===== src/rtl/icache_pkg.sv =====
// rtl/icache_pkg.sv - shared state encoding and geometry for the icache slice
package icache_pkg;

    typedef enum logic {
        IDLE = 1'b0,
        MISS = 1'b1
    } state_t;

    localparam int INDEX_BITS_DEF = 7;
    localparam int TAG_W          = 30 - INDEX_BITS_DEF;

    function automatic int tag_w(input int index_bits);
        return 30 - index_bits;
    endfunction

endpackage


===== src/rtl/icache_array.sv =====
// rtl/icache_array.sv - valid/tag/data storage with async read and one sync write port
module icache_array
    import icache_pkg::*;
#(
    parameter int INDEX_BITS = INDEX_BITS_DEF
) (
    input  logic                           clk,
    input  logic                           rst,
    input  logic [INDEX_BITS-1:0]          rd_idx,
    output logic                           rd_valid,
    output logic [tag_w(INDEX_BITS)-1:0]   rd_tag,
    output logic [31:0]                    rd_data,
    input  logic                           wr_en,
    input  logic [INDEX_BITS-1:0]          wr_idx,
    input  logic [tag_w(INDEX_BITS)-1:0]   wr_tag,
    input  logic [31:0]                    wr_data
);

    localparam int LINES = 1 << INDEX_BITS;
    localparam int TW    = tag_w(INDEX_BITS);

    logic [LINES-1:0] valid_q;
    logic [TW-1:0]    tag_mem  [LINES];
    logic [31:0]      data_mem [LINES];

    assign rd_valid = valid_q[rd_idx];
    assign rd_tag   = tag_mem[rd_idx];
    assign rd_data  = data_mem[rd_idx];

    // valid bits clear on reset and are set by fills; a reset edge wins over a fill
    always_ff @(posedge clk) begin
        if (!rst) begin
            valid_q <= '0;
        end else if (wr_en) begin
            valid_q[wr_idx] <= 1'b1;
        end
    end

    // tag/data payload needs no reset since valid guards every read
    always_ff @(posedge clk) begin
        if (rst && wr_en) begin
            tag_mem[wr_idx]  <= wr_tag;
            data_mem[wr_idx] <= wr_data;
        end
    end

endmodule


===== src/rtl/icache.sv =====
// rtl/icache.sv - direct-mapped one-word-line instruction cache; caching enabled by ICACHE_EN
module icache
    import icache_pkg::*;
#(
    parameter int INDEX_BITS = INDEX_BITS_DEF
) (
    input  logic        clk,
    input  logic        rst,
    input  logic        rdy,
    input  logic        if_req_i,
    input  logic [31:0] if_pc_i,
    output logic        if_ok_o,
    output logic [31:0] if_inst_o,
    output logic [31:0] if_pc_o,
    output logic        mem_fe_o,
    output logic [31:0] mem_fpc_o,
    input  logic [31:0] mem_inst_i,
    input  logic        mem_inst_ok_i,
    input  logic [31:0] mem_inst_pc_i
);

    state_t      state_q, state_d;
    logic        ok_d, fe_d;
    logic [31:0] inst_d, pc_d, fpc_d;
    logic        hit, fill_en, resp_match;
    logic [31:0] hit_data;

    // only a return for the address currently being fetched counts
    assign resp_match = mem_inst_ok_i && (mem_inst_pc_i == mem_fpc_o);

`ifdef ICACHE_EN
    localparam int TW = tag_w(INDEX_BITS);

    logic          rd_valid;
    logic [TW-1:0] rd_tag;

    icache_array #(.INDEX_BITS(INDEX_BITS)) u_array (
        .clk     (clk),
        .rst     (rst),
        .rd_idx  (if_pc_i[INDEX_BITS+1:2]),
        .rd_valid(rd_valid),
        .rd_tag  (rd_tag),
        .rd_data (hit_data),
        .wr_en   (fill_en && rdy),
        .wr_idx  (mem_inst_pc_i[INDEX_BITS+1:2]),
        .wr_tag  (mem_inst_pc_i[31:INDEX_BITS+2]),
        .wr_data (mem_inst_i)
    );

    assign hit = rd_valid && (rd_tag == if_pc_i[31:INDEX_BITS+2]);
`else
    logic unused_cfg;

    assign hit        = 1'b0;
    assign hit_data   = '0;
    assign unused_cfg = ^{fill_en, INDEX_BITS[0]};
`endif

    // next-state and registered-output values for the lookup/miss handshake
    always_comb begin
        state_d = state_q;
        ok_d    = 1'b0;
        inst_d  = if_inst_o;
        pc_d    = if_pc_o;
        fe_d    = mem_fe_o;
        fpc_d   = mem_fpc_o;
        fill_en = 1'b0;
        case (state_q)
            IDLE: begin
                if (if_req_i) begin
                    if (hit) begin
                        ok_d   = 1'b1;
                        inst_d = hit_data;
                        pc_d   = if_pc_i;
                    end else begin
                        fe_d    = 1'b1;
                        fpc_d   = if_pc_i;
                        state_d = MISS;
                    end
                end
            end
            MISS: begin
                if (resp_match) begin
                    fill_en = 1'b1;
                    fe_d    = 1'b0;
                    state_d = IDLE;
                    if (if_req_i && (if_pc_i == mem_fpc_o)) begin
                        ok_d   = 1'b1;
                        inst_d = mem_inst_i;
                        pc_d   = if_pc_i;
                    end
                end else if (!if_req_i) begin
                    fe_d    = 1'b0;
                    state_d = IDLE;
                end else if (if_pc_i != mem_fpc_o) begin
                    fpc_d = if_pc_i;
                end
            end
            default: begin
                state_d = IDLE;
                fe_d    = 1'b0;
            end
        endcase
    end

    // state and outputs: reset clears, rdy low freezes everything
    always_ff @(posedge clk) begin
        if (!rst) begin
            state_q   <= IDLE;
            if_ok_o   <= 1'b0;
            if_inst_o <= '0;
            if_pc_o   <= '0;
            mem_fe_o  <= 1'b0;
            mem_fpc_o <= '0;
        end else if (rdy) begin
            state_q   <= state_d;
            if_ok_o   <= ok_d;
            if_inst_o <= inst_d;
            if_pc_o   <= pc_d;
            mem_fe_o  <= fe_d;
            mem_fpc_o <= fpc_d;
        end
    end

endmodule


===== config.mk =====
export PLATFORM = sky130hd
export DESIGN_NAME = icache
export DESIGN_NICKNAME = d
export VERILOG_FILES = /design/src/rtl/icache_pkg.sv /design/src/rtl/icache_array.sv /design/src/rtl/icache.sv
export SDC_FILE = /design/constraint.sdc
export NUM_CORES = 1
export LEC_CHECK = 0
export CAP_MARGIN = 20
export CORE_ASPECT_RATIO = 0.7
export CORE_MARGIN = 2
export CORE_UTILIZATION = 35
export DETAILED_ROUTE_END_ITERATION = 16
export PLACE_DENSITY = 0.74
export SYNTH_ARGS = -nofsm -noshare
export SYNTH_HDL_FRONTEND = slang
export SYNTH_SLANG_ARGS = --single-unit
export TNS_END_PERCENT = 5

===== constraint.sdc =====
create_clock -name clk -period 3.5 [get_ports clk]
set_input_delay 0.7 -clock clk [delete_from_list [all_inputs] [get_ports clk]]
set_output_delay 0.7 -clock clk [all_outputs]
set_load 0.05 [all_outputs]

==> results_dict.tcl <==
set metrics [dict create \
    drc 0 \
    cts-resized-gates 0 \
    insertion_delay_ns 0.34 \
    synth-xor-area-share_pct 12.13 \
    syn_area_um2 4622 \
    cts_buffers 9 \
    grt_pass1_vias 4519 \
    yosys_warnings 0 \
    via_per_inst 5.123 \
    worst_ep_arrival_time_ns 3.20 \
    p_leak_nw 2.451 \
    ir_drop_uv 209.2 \
    clock_skew_ns 0.006913 \
    overflow 0 \
    use_met2_pct 33.72 \
    nets 822 \
    r2r_end "if_inst_o[28]" \
    synth_flop_cell "dfxtp_1" \
    cts_hold_buf 0 \
    synth-compound-area-share_pct 15.08 \
    start_kind "input pin" \
    finalPower_mw 2.618 \
    antenna_cells 0 \
    tightest_slew_ns 0.6878 \
    maxCapViolations 0 \
    grtUsageMet1_pct 31.80 \
    hold_violations 0 \
    synth_nets 639 \
    power_frac_clock_pct 36.1 \
    p_seq_share_pct 45.7 \
    post_synth_fa_ha_maj_area_fraction_pct 0 \
    cp_num_buf_inv 2 \
    vias 4570 \
    crit_chain "clkdlybuf4s50_1 -> xor2_1 -> nor4_1 -> nand4_1 -> or3_2 -> buf_12 -> o21ai_1 -> a21oi_1" \
    worst-setup-path-type "in -> reg" \
    antenna_found_initial 0 \
    htreeDepth 3 \
    ys_types 27 \
    tns_ns 0 \
    busiest_layer "met2" \
    switching_power_mw 0.7115 \
    crit_path_start "if_pc_i[26]" \
    reg2reg_slack_ns 0.97 \
    synthSimpleGateAreaFrac_pct 16.11 \
    post_cts_buffers 0 \
    dieArea_um2 14160 \
    routed_wl_um 15560 \
    crit_cells 8 \
    fin_crit_sh_pct 85.97 \
    grt_pass1_wl_um 24550 \
    rsz0062_at_grt "no" \
    synth.area.mux_share_pct 6.930 \
    area_delta_synth_final_pct 51.06 \
    die_x_um 141.4 \
    yosysSeqAreaShare_pct 42.88 \
    worstPathRequired_ns 3.69 \
    die_y_um 100.1 \
    rows 35 \
    root_buffer "clkbuf_16" \
    synth_edf_count 0 \
    io_pins 199 \
    hold_class "reg -> reg" \
    slew_violations 0 \
    p_int_mw 1.906 \
    clock-sinks 99 \
    p_per_area_nw_per_um2 375.0 \
    slowest_stage "or3_2" \
    grt_usage_pct 22.21 \
    fin_util_pct 53.68 \
    worstSetupEndpointType "register" \
    swShare_pct 27.18 \
    clkTransAtPathRegs_ns 0.06 \
    async_flop_share_pct 0 \
    dpl.hpwl_um 11310 \
    finalSetupViolations 0 \
    drtIter0Drc 162 \
    use_met3_pct 6.250 \
    synth_area_per_cell_um2 8.591 \
    wl_per_cell_um 17.45 \
    period_needed_ns 3.009 \
    portBuffers 198 \
    r2r_cells 7 \
    cts_tree "yes" \
    yosys_register_bits 99 \
    worst-path-max-fanout 64 \
    ant_nets 0 \
    relSlewSlack_pct 54.14 \
    synth_top_family_by_area "simple AND/OR/NAND/NOR gates" \
    first_pass_iters 5 \
    critPathCapture "if_inst_o[28]" \
    clockBufferDepth 2 \
    clock.fmax_mhz 332.4 \
    initial_core_util_pct 35.54 \
    holdPathStages 2 \
    cpLargestDelayFamily "simple AND/OR/NAND/NOR gates" \
    place_congestion 0.7946 \
    status "completed" \
    final_layout_size_suffix_gt1_share_pct 5.372 \
    power_frac_comb_pct 18.3 \
    slowest_delay_ns 0.56 \
    grt_start_max_net_pins 67 \
    syn-instance-count 538 \
    r2r_start "mem_fpc_o[20]" \
    core_um2 13010 \
]
-- synthesized netlist by cell type (2+ instances only) --
cell,number,area (µm²)
dfxtp_1,99,1982
clkbuf_1,14,52.55
nand3_1,65,325.3
buf_8,6,90.09
o21ai_1,64,320.3
nand4_1,10,62.56
buf_2,8,40.04
buf_4,15,112.6
nand2b_1,2,12.51
nor3_1,2,10.01
mux2i_1,32,320.3
a21oi_1,67,335.3
xnor2_1,29,254.0
inv_1,2,7.510
xor2_1,35,306.5
nand2_1,68,255.2
nor2_1,2,7.510
nor4_1,9,56.30
-- metrics by stage --
stage	instances	instance area [µm²]	worst slack, ns	hold slack, ns
2_1_floorplan	538	4622	1.255	0.4984
3_3_place_gp	875	6671	0.1811	0.4598
3_5_place_dp	875	6671	0.1540	0.4688
4_1_cts	891	6954	0.5124	0.4776
5_1_grt	892	6982	0.2955	0.5011
6_report	892	6982	0.4912	0.4752
-- state kept, by name (all words and copies together), names as in the netlist --
| name | cells |
|---|---|
| state_q | 1 |
| mem_fe_o | 1 |
| if_inst_o | 32 |
| if_pc_o | 32 |
| if_ok_o | 1 |
| mem_fpc_o | 32 |
-- power groups by stage --
stage	clock (mW)	combinational (mW)	sequential, mW
floorplan	0	0.146	1.31
global placement	0	0.468	1.22
detailed placement	0	0.474	1.22
CTS	0.977	0.476	1.20
global route	1.03	0.506	1.20
finish	0.944	0.478	1.20
-- worst min-delay path by stage --
stage	start	endpoint	slack [ns]
CTS	if_inst_o[7]	if_inst_o[7]	0.48
finish	if_inst_o[7]	if_inst_o[7]	0.48
global route	if_ok_o	if_ok_o	0.50
detailed placement	if_inst_o[7]	if_inst_o[7]	0.47
global placement	if_ok_o	if_ok_o	0.46
floorplan	state_q	state_q	0.50
-- tightest hold or removal path, delay by kind of cell, from the launching register on --
family         cells  cell delay (ns)
flip-flops         1             0.31
AO/OA/AOI/OAI      2             0.13
-- logic make-up after synthesis --
logic type,count (synthesis)
xor+xnor,64
buf+inv,47
simple gates,160
compound gates,136
mux,32
flops,99
-- routing by layer --
layer / vias up / routed length (µm)
li1: 2231 / -
met1: 2170 / 7489
met2: 159 / 6889
met3: 10 / 1086
met4: 0 / 97
met5: - / 0
-- cells in the final DEF, fill, tap and decap left out --
cell type	synthesis	layout
nor3_1	2	1
buf_2	8	1
inv_2	0	1
xor2_1	35	35
nand3_1	65	65
buf_12	0	2
o21bai_1	1	1
clkbuf_8	0	2
o21ai_0	1	1
a311oi_1	1	1
and4_2	0	1
buf_4	15	16
clkbuf_16	0	9
nor3_2	0	1
xnor2_1	29	29
clkbuf_1	14	2
clkdlybuf4s50_1	0	197
mux2i_1	32	32
o22ai_4	0	1
inv_1	2	1
nor4_1	9	9
dfxtp_1	99	99
nand4_1	10	10
a21oi_1	67	67
or3_2	0	1
buf_16	0	1
nand2_1	68	68
o211ai_1	1	1
clkinvlp_4	0	3
o21ai_1	64	64
nor2_1	2	2
nand2b_1	2	2
-- final cells by class --
| cell class | count | area (µm²) |
|---|---|---|
| Multi-Input combinational cell | 392 | 2337 |
| Clock inverter | 3 | 22.52 |
| Timing Repair Buffer | 217 | 2165 |
| Clock buffer | 13 | 260.3 |
| Fill cell | 1167 | 6025 |
| Inverter | 2 | 7.507 |
| Sequential cell | 99 | 1982 |
| Tap cell | 166 | 207.7 |
(Power assumes the default switching activity.)
